<file path="src/rtl/wave_vis_pkg.sv">
// Constants and types shared by the waveform capture buffer and the VGA waveform renderer.
package wave_vis_pkg;

    localparam int WAVE_DEPTH = 160;
    localparam int WAVE_AMP_W = 6;
    localparam int WAVE_IDX_W = 8;

    // Screen geometry: each captured column spans WAVE_X_SCALE pixels, centred on WAVE_Y_CENTER.
    localparam int SCREEN_W      = 640;
    localparam int SCREEN_H      = 480;
    localparam int WAVE_X_SCALE  = SCREEN_W / WAVE_DEPTH;
    localparam int WAVE_Y_CENTER = SCREEN_H / 2;
    localparam int WAVE_Y_SCALE  = 4;

    typedef enum logic [1:0] {
        ST_ARMED   = 2'd0,
        ST_CAPTURE = 2'd1,
        ST_DONE    = 2'd2
    } wave_state_e;

endpackage

</file>
<file path="src/rtl/wave_capture_ram.sv">
// Ping-pong waveform store: two DEPTH-entry banks with a synchronous write port and a
// registered read port that returns zero whenever the read is not enabled.
module wave_capture_ram
    import wave_vis_pkg::*;
#(
    parameter int DEPTH = WAVE_DEPTH,
    parameter int WIDTH = WAVE_AMP_W,
    parameter int IDX_W = WAVE_IDX_W
) (
    input  logic             clk,
    input  logic             srst_i,
    input  logic             wr_en_i,
    input  logic             wr_bank_i,
    input  logic [IDX_W-1:0] wr_idx_i,
    input  logic [WIDTH-1:0] wr_data_i,
    input  logic             rd_en_i,
    input  logic             rd_bank_i,
    input  logic [IDX_W-1:0] rd_idx_i,
    output logic [WIDTH-1:0] rd_data_o
);

    localparam int ADDR_W = $clog2(2 * DEPTH);

    logic [WIDTH-1:0] mem_q [0:2*DEPTH-1];
    logic [WIDTH-1:0] rd_data_q;

    function automatic logic [ADDR_W-1:0] flat_addr(input logic bank, input logic [IDX_W-1:0] idx);
        return bank ? (ADDR_W'(DEPTH) + ADDR_W'(idx)) : ADDR_W'(idx);
    endfunction

    always_ff @(posedge clk) begin
        if (wr_en_i) begin
            mem_q[flat_addr(wr_bank_i, wr_idx_i)] <= wr_data_i;
        end
    end

    // Contents are never cleared; the output register masks them until a bank is valid.
    always_ff @(posedge clk) begin
        if (srst_i) begin
            rd_data_q <= '0;
        end else if (rd_en_i) begin
            rd_data_q <= mem_q[flat_addr(rd_bank_i, rd_idx_i)];
        end else begin
            rd_data_q <= '0;
        end
    end

    assign rd_data_o = rd_data_q;

endmodule

</file>
<file path="src/rtl/wave_capture_buffer.sv">
// Decimates and scales audio into a 160-column ping-pong window for the waveform display.
// Define WAVE_CAPTURE_TRIGGER_EN for rising zero-crossing trigger with forced timeout trigger.
module wave_capture_buffer
    import wave_vis_pkg::*;
#(
    parameter int SAMPLE_W = 16,
    parameter int DEPTH    = WAVE_DEPTH,
    parameter int TIMEOUT  = 2048
) (
    input  logic                  clk,
    input  logic                  reset,
    input  logic [SAMPLE_W-1:0]   sample_in,
    input  logic                  sample_valid,
    input  logic [7:0]            decimation,
    input  logic                  frame_done,
    input  logic [WAVE_IDX_W-1:0] wave_requested,
    output logic [WAVE_AMP_W-1:0] wave_amplitude,
    output logic                  capturing
);

    localparam int AMP_LSB = SAMPLE_W - WAVE_AMP_W;
    localparam logic [WAVE_IDX_W-1:0] LAST_IDX  = WAVE_IDX_W'(DEPTH - 1);
    localparam logic [WAVE_IDX_W-1:0] DEPTH_IDX = WAVE_IDX_W'(DEPTH);

    wave_state_e           state_q;
    logic [7:0]            dec_cnt_q;
    logic [WAVE_IDX_W-1:0] wr_idx_q;
    logic                  buf_sel_q;
    logic                  front_valid_q;
    logic                  capturing_q;

    logic                  kept;
    logic                  trigger;
    logic                  wr_en;
    logic [WAVE_IDX_W-1:0] wr_addr;
    logic [WAVE_AMP_W-1:0] amp;
    logic                  rd_en;
    logic                  unused_bits;

    assign amp         = sample_in[SAMPLE_W-1 -: WAVE_AMP_W];
    assign unused_bits = ^sample_in[AMP_LSB-1:0];
    assign kept        = sample_valid && (dec_cnt_q == 8'd0);

`ifdef WAVE_CAPTURE_TRIGGER_EN
    localparam int TO_W = $clog2(TIMEOUT + 1);
    localparam logic [TO_W-1:0] TO_LAST = TO_W'(TIMEOUT - 1);

    logic            prev_neg_q;
    logic [TO_W-1:0] timeout_q;

    assign trigger = kept && ((!amp[WAVE_AMP_W-1] && prev_neg_q) || (timeout_q == TO_LAST));

    always_ff @(posedge clk) begin
        if (reset) begin
            prev_neg_q <= 1'b0;
            timeout_q  <= '0;
        end else begin
            if (kept) begin
                prev_neg_q <= amp[WAVE_AMP_W-1];
            end
            if ((state_q != ST_ARMED) || trigger) begin
                timeout_q <= '0;
            end else if (kept) begin
                timeout_q <= timeout_q + TO_W'(1);
            end
        end
    end
`else
    logic unused_cfg;

    // Free-running capture: the first kept sample after arming starts the window.
    assign trigger    = kept;
    assign unused_cfg = (TIMEOUT != 0);
`endif

    always_comb begin
        wr_en   = 1'b0;
        wr_addr = wr_idx_q;
        case (state_q)
            ST_ARMED: begin
                wr_en   = trigger;
                wr_addr = '0;
            end
            ST_CAPTURE: wr_en = kept;
            default: ;
        endcase
    end

    always_ff @(posedge clk) begin
        if (reset) begin
            state_q       <= ST_ARMED;
            dec_cnt_q     <= 8'd0;
            wr_idx_q      <= '0;
            buf_sel_q     <= 1'b0;
            front_valid_q <= 1'b0;
            capturing_q   <= 1'b0;
        end else begin
            // A new decimation value is only picked up at the reload.
            if (sample_valid) begin
                dec_cnt_q <= (dec_cnt_q == 8'd0) ? decimation : (dec_cnt_q - 8'd1);
            end
            case (state_q)
                ST_ARMED: begin
                    if (trigger) begin
                        state_q     <= ST_CAPTURE;
                        capturing_q <= 1'b1;
                        wr_idx_q    <= WAVE_IDX_W'(1);
                    end
                end
                ST_CAPTURE: begin
                    if (kept) begin
                        if (wr_idx_q == LAST_IDX) begin
                            state_q     <= ST_DONE;
                            capturing_q <= 1'b0;
                            wr_idx_q    <= '0;
                        end else begin
                            wr_idx_q <= wr_idx_q + WAVE_IDX_W'(1);
                        end
                    end
                end
                ST_DONE: begin
                    // Swap only here, so a frame never shows a half-written window.
                    if (frame_done) begin
                        state_q       <= ST_ARMED;
                        buf_sel_q     <= ~buf_sel_q;
                        front_valid_q <= 1'b1;
                    end
                end
                default: begin
                    state_q     <= ST_ARMED;
                    capturing_q <= 1'b0;
                end
            endcase
        end
    end

    assign rd_en = front_valid_q && (wave_requested < DEPTH_IDX);

    wave_capture_ram #(
        .DEPTH (DEPTH),
        .WIDTH (WAVE_AMP_W),
        .IDX_W (WAVE_IDX_W)
    ) u_ram (
        .clk       (clk),
        .srst_i    (reset),
        .wr_en_i   (wr_en),
        .wr_bank_i (~buf_sel_q),
        .wr_idx_i  (wr_addr),
        .wr_data_i (amp),
        .rd_en_i   (rd_en),
        .rd_bank_i (buf_sel_q),
        .rd_idx_i  (wave_requested),
        .rd_data_o (wave_amplitude)
    );

    assign capturing = capturing_q;

endmodule

</file>
<file path="config.mk">
export PLATFORM = sky130hd
export DESIGN_NAME = wave_capture_buffer
export DESIGN_NICKNAME = d
export VERILOG_FILES = /design/src/rtl/wave_vis_pkg.sv /design/src/rtl/wave_capture_ram.sv /design/src/rtl/wave_capture_buffer.sv
export SDC_FILE = /design/constraint.sdc
export NUM_CORES = 2
export LEC_CHECK = 0
export BUFFER_PORTS_ARGS = -buffer_cell sky130_fd_sc_hd__buf_2
export CAP_MARGIN = 15
export CORE_MARGIN = 2
export CORE_UTILIZATION = 30
export CTS_CLUSTER_DIAMETER = 50
export DETAILED_ROUTE_END_ITERATION = 8
export HOLD_SLACK_MARGIN = 0.12
export SLEW_MARGIN = 0
export SYNTH_ARGS = -nofsm -noshare
export SYNTH_HDL_FRONTEND = slang
export SYNTH_SLANG_ARGS = --single-unit
</file>
<file path="constraint.sdc">
create_clock -name clk -period 3.1 [get_ports clk]
set_input_delay 0.465 -clock clk [delete_from_list [all_inputs] [get_ports clk]]
set_output_delay 0.465 -clock clk [all_outputs]
set_load 0.1 [all_outputs]
</file>
# After elaboration in Yosys (flattened, before gate mapping)
# Memories as Yosys holds them, arrays and structs flattened. A register that Yosys moved wholly into a read port is not among the register bits.
# Index checks and enable logic that the tools add are counted.
# classes
addsub,4
order_cmp,1
eq_ne,7
muxes,20
bitwise_logic,3
n_reduce_logical,11
# op_table
op,count
$mux 8,5
$add 8x8->9 const A,2
$mux 9,2
$pmux 8 s2,1
$add 8x1->8 const B,1
$eq 8x8->1 const B,1
$logic_not 8->1,1
$lt 8x8->1 const B,1
$mux 2,4
$ne 2x2->1 const B,4
$reduce_and 4->1,2
$sub 8x1->8 const B,1
$mux 1,6
$pmux 2 s3,1
$reduce_or 2->1,2
$not 1->1,3
$pmux 1 s3,1
$reduce_and 3->1,1
$eq 2x1->1 const B,1
$eq 2x2->1 const B,1
$logic_and 1x1->1,2
$logic_not 2->1,1
$reduce_and 2->1,1
$reduce_bool 2->1,1
# totals
reg_bits,21
ram_bits,1920
inputBits,36
out_inout_bits,7
word_cells,53
n_memories,1
# memory_table
memory,depth,width,read_ports,rd_ports_with_merged_regs,write_ports,line_no,source
u_ram.mem_q,320,6,1,1,1,wave_capture_ram.sv:24,logic [WIDTH-1:0] mem_q [0:2*DEPTH-1];

# Logic depth before layout (Yosys ltp)
# logic_depth
ltp_word,5
mapped_depth,13
ltp_nobuf,9

# Modules after synthesis
# Synthesis repeated with hierarchy kept, for this count alone.
# hier_totals
cells_unflattened,3743
area_unflattened_um2,76273.2
# modules_own_cells
module,instances,cells_per_inst,area_per_inst_um2
wave_capture_ram,1,3588,75055.7
wave_capture_buffer,1,155,1217.4

# Worst setup path after synthesis
# OpenSTA, ideal clock, no wires.
# synth_timing
kind,flip-flop to flip-flop
start,reg state_q[0]
end,"mem u_ram.mem_q[261][0] in the netlist's numbering, enable pin"
t_arrival_ns,2.656
t_required_ns,2.750
setup_slack_ns,0.094
stages_incl_launch_ff,12
period_less_slack_ns,3.006
path_cell_list,dfxtp_1 > clkbuf_1 > or2_2 > clkbuf_1 > and2_1 > ha_1 > nor2_1 > xnor2_1 > nor4_1 > nand2_1 > clkbuf_1 > nor2_1
# synth_via
elab_chain_cells,5
elab_cells_between_ends,9
# synth_rtl
item,line_no,source
start: declaration,wave_capture_buffer.sv:25,wave_state_e state_q;
start signal: assignment,wave_capture_buffer.sv:91,state_q <= ST_ARMED;
start signal: assignment,wave_capture_buffer.sv:105,state_q <= ST_CAPTURE;
start signal: assignment,wave_capture_buffer.sv:113,state_q <= ST_DONE;
"parallel branches: the longest is 5 deep, another holds $add 8x8->9",-,
end: declaration,wave_capture_ram.sv:24,
# Several ways; the timed one is not identified.

# Final worst setup path
# layout_timing
start,reg dec_cnt_q[3]
end,"mem u_ram.mem_q[61][5] in the netlist's numbering, enable pin"
# layout_via
elab_chain_cells,5
# layout_rtl
item,line_no,source
start: declaration,wave_capture_buffer.sv:26,logic [7:0] dec_cnt_q;
start signal: assignment,wave_capture_buffer.sv:100,dec_cnt_q <= (dec_cnt_q == 8'd0) ? decimation : (dec_cnt_q - 8'd1);
$logic_not 8->1,wave_capture_buffer.sv:42,assign kept = sample_valid && (dec_cnt_q == 8'd0);
$logic_and 1x1->1,wave_capture_buffer.sv:42,
$mux 1,wave_capture_buffer.sv:79,case (state_q)
$mux 1,wave_capture_ram.sv:32,if (wr_en_i) begin
$mux 1 (not written as such),wave_capture_ram.sv:33,"mem_q[flat_addr(wr_bank_i, wr_idx_i)] <= wr_data_i;"
# No other way between the ends.

==> results_tabular.tex <==
\begin{tabular}{lr}
\hline
Metric & Value \\
\hline
\multicolumn{2}{l}{\textbf{Outcome}} \\
\quad Run status & complete, but fails checks \\
\quad Violated checks & setup timing \\
\multicolumn{2}{l}{\textbf{Final layout}} \\
\quad Area growth, synth to finish & 22.5\% \\
\quad Leading cell types in the layout, fill and taps excluded & sky130\_fd\_sc\_hd\_\_edfxtp\_1, sky130\_fd\_sc\_hd\_\_buf\_4, sky130\_fd\_sc\_hd\_\_mux4\_2, sky130\_fd\_sc\_hd\_\_nor2\_1, sky130\_fd\_sc\_hd\_\_clkbuf\_16 \\
\quad Fraction of final layout cells with drive strength greater than 1 & 0.340 \\
\quad Most frequent standard cell in the layout excluding fill and tap cells & sky130\_fd\_sc\_hd\_\_edfxtp\_1 \\
\quad Layout net count & 4591 \\
\quad Final instance area & 93800 um2 \\
\multicolumn{2}{l}{\textbf{Timing}} \\
\quad Post-route clock skew & 0.0418 ns \\
\quad Max Fclk & 314 MHz \\
\quad Final Hold Fails & 0 \\
\quad Setup repair after global routing missed its margin & yes \\
\quad Tightest slew margin relative to the limit & 0.280 \\
\quad Sum Neg Setup Slack & -8.57 ns \\
\quad Final critical-path share of the clock period & 1.03 \\
\quad Final count of pins violating max slew & 0 \\
\quad Worst-margin pin slew & between 1 and 1.5 ns \\
\quad Crit path setup slack, layout & -0.0819 ns \\
\quad Final worst path period need & 3.18 ns \\
\quad Final count of negative-setup-slack endpoints & $\sim$320 \\
\multicolumn{2}{l}{\textbf{Global route}} \\
\quad GRT overflow & 0 \\
\quad Global-route wire length before repair & between 200000 and 300000 um \\
\quad Antenna violations before repair & 6 \\
\quad Pin count of the biggest net entering global routing & $\sim$140 \\
\quad Vias in the first global route & between 40000 and 50000 \\
\quad GRT Total Usage & 0.152 \\
\multicolumn{2}{l}{\textbf{Place}} \\
\quad I/O Buffers & 32 \\
\quad Gp weighted congestion & $\sim$0.87 \\
\quad Final HPWL from detailed placement & 129000 um \\
\quad Placement Cell Area & 86400 um2 \\
\multicolumn{2}{l}{\textbf{Clocking}} \\
\quad CTS tree & done \\
\quad Skew-Pair Late Insertion Delay & 0.85 ns \\
\quad Clock net sink count & around 1900 \\
\quad Maximum buffer depth of the clock tree & 3 \\
\quad Depth of the CTS H-tree & 4 \\
\quad Clk root buf & sky130\_fd\_sc\_hd\_\_clkbuf\_16 \\
\quad CTS clock-pin slew for the worst setup and hold paths & 0.06 ns \\
\quad Clock buffer count from CTS & 210 \\
\multicolumn{2}{l}{\textbf{Setup path}} \\
\quad Crit path kind & flop to flop \\
\quad Cell-by-cell trace of the critical path & or4\_4, or4\_4, or2\_4, nor4b\_4, buf\_4, nand3\_2, buf\_12, nor2\_2, buf\_4 \\
\quad Critical path required time & 3.64 ns \\
\quad Signal arrival time at the worst endpoint & 3.73 ns \\
\quad Critical path's slowest cell & sky130\_fd\_sc\_hd\_\_or4\_4 \\
\quad Crit path launch type & flop \\
\quad Startpoint of the most critical setup path & dec\_cnt\_q[3] \\
\quad Reg2Reg Launch Point & dec\_cnt\_q[3] \\
\quad Number of buffers and inverters on the critical path & 3 \\
\quad Type of element capturing the critical path & flop \\
\quad Critical path peak fanout & 18 \\
\quad Maximum single-stage delay on the critical path & roughly 0.54 ns \\
\quad CP delay by family, top & simple AND/OR/NAND/NOR gates \\
\multicolumn{2}{l}{\textbf{Worst hold path}} \\
\quad Startpoint of the lowest-slack hold path & sample\_in[12] \\
\quad Min-delay worst type & input port to flop \\
\multicolumn{2}{l}{\textbf{Synth}} \\
\quad Proportion of synthesized flip-flops having asynchronous set or reset & 0 \\
\quad \#FFs+latches synth & between 1500 and 2000 \\
\quad Leading cell types by total area after synthesis & sky130\_fd\_sc\_hd\_\_edfxtp\_1, sky130\_fd\_sc\_hd\_\_mux4\_2, sky130\_fd\_sc\_hd\_\_nor2\_1, sky130\_fd\_sc\_hd\_\_mux2i\_1, sky130\_fd\_sc\_hd\_\_dfxtp\_1 \\
\quad Portion of synthesized cell area occupied by the leading cell type & 0.753 \\
\quad Total nets after synthesis & 3803 \\
\quad Cell count after synthesis & $\sim$3800 \\
\quad Combined area of all synthesized cells & 76500 um2 \\
\quad Count of flip-flops with a built-in enable after synthesis & between 1500 and 2000 \\
\quad Biggest area consumer among synthesized cells & sky130\_fd\_sc\_hd\_\_edfxtp\_1 \\
\quad Synthesized area per cell & 20.3 um2 \\
\quad Yosys synthesis warning count & 0 \\
\quad Most used flip-flop cell after synthesis & sky130\_fd\_sc\_hd\_\_edfxtp\_1 \\
\quad Sequential area share after synthesis & 0.761 \\
\quad Library cells used by synthesis & 67 \\
\multicolumn{2}{l}{\textbf{Die}} \\
\quad Chip height & 509 um \\
\quad Number of top-level design ports & 43 \\
\quad Die outline area & $\sim$260000 um2 \\
\quad Die boundary width & 509 um \\
\quad Starting density of the core & 0.301 \\
\quad Row cnt & 185 \\
\quad Core Footprint & 254000 um2 \\
\multicolumn{2}{l}{\textbf{Route}} \\
\quad First-pass iteration count of the detailed router & 6 \\
\quad Final antenna-violating net count & 0 \\
\quad Routed length per placed instance & around 25 um \\
\quad Ratio of routed vias to standard cells & 4.97 \\
\quad Post-route DRC violation count & 0 \\
\quad Number of DRC markers after the initial detailed-route iteration & 4615 \\
\quad Routed vias & slightly above 40000 \\
\quad Total Routed Length & 200000 um \\
\multicolumn{2}{l}{\textbf{Power and ir drop}} \\
\quad P per Cell Area & around 600 nW/um2 \\
\quad Worst vdd ir & $\sim$0.7 mV \\
\quad Static Leak & 30.4 nW \\
\multicolumn{2}{l}{\textbf{Flow run}} \\
\quad Max capacitance violation total & 0 \\
\hline
\end{tabular}
worst paths after layout:
kind / end / slack (ns) / cells after the start
hold / removal: u_ram.mem_q[49][2] / 0.14 / 1
setup reg to reg: u_ram.mem_q[61][5] / -0.08 / 9
hold reg to reg: front_valid_q / 0.46 / 2
setup / recovery: u_ram.mem_q[61][5] / -0.08 / 9
state kept, by name, summed over array words and instances (netlist names):
name,count
state_q,2
u_ram.rd_data_o,6
buf_sel_q,1
wr_idx_q,8
capturing,1
dec_cnt_q,8
front_valid_q,1
u_ram.mem_q,1920
power by group:
group	switching, mW	leakage (nW)	internal, mW
Combinational	2.02	9.65	1.42
Clock	10.6	3.31	14.0
Sequential	0.0601	17.5	29.0
logic make-up after synthesis:
group                    Yosys count  synth area share
AO/OA/AOI/OAI                    329            0.0306
flip-flops                      1947             0.761
buffers and inverters            255            0.0188
multiplexers                     591             0.151
adder cells (fa/ha/maj)            5          0.000818
XOR/XNOR                          12           0.00137
AND/OR/NAND/NOR                  623            0.0366
cells in the mapped netlist, drive strengths merged, types with 22 or more instances:
master,count
nand2,77
a22oi,69
a21oi,53
a22o,22
mux2i,134
o22ai,32
dfxtp,27
o21ai,29
buf,133
mux4,452
nand3,25
clkbuf,107
nor2,379
edfxtp,1920
o221ai,39
nor3,38
metal layers:
layer / up-vias / wire (um) / GRT usage
met4: 0 / 5340 / 0.0447
met2: 1427 / 98100 / 0.253
met3: 276 / 12700 / 0.0244
li1: 17200 / - / -
met5: - / 0 / 0
met1: 21400 / 83400 / 0.205
area by class of cell:
class | instances | area, um2
Fill cell | 23000 | 160000
Sequential cell | 1947 | 58200
Multi-Input combinational cell | 1560 | 17000
Timing Repair Buffer | 816 | 7370
Clock buffer | 246 | 5410
Tap cell | 3366 | 4210
Clock inverter | 143 | 1470
Inverter | 15 | 58.8
Antenna cell | 4 | 10.0
repair_timing:
item	in CTS	in global routing
pin swaps	1	0
setup buffers	1	2
hold endpoints to repair	95	0
gates resized for setup	17	33
hold buffers	23	0
setup endpoints to repair	839	833
gates cloned	0	1
stage by stage:
| stage | worst slack, ns | std cells | hold slack (ns) | util | power (mW) |
|---|---|---|---|---|---|
| 6_report | -0.0819 | 8097 | 0.145 | 0.369 | 57.1 |
| 5_1_grt | -0.145 | 8095 | 0.135 | 0.369 | 58.8 |
| 3_5_place_dp | -0.515 | 7677 | 0.450 | 0.340 | 33.0 |
| 4_1_cts | -0.0697 | 8090 | 0.121 | 0.369 | 57.5 |
| 2_1_floorplan | 0.0944 | 3762 | 0.432 | - | 31.3 |
| 3_3_place_gp | -0.506 | 7677 | 0.448 | 0.340 | 32.9 |
Power figures use the tool's default switching activity.
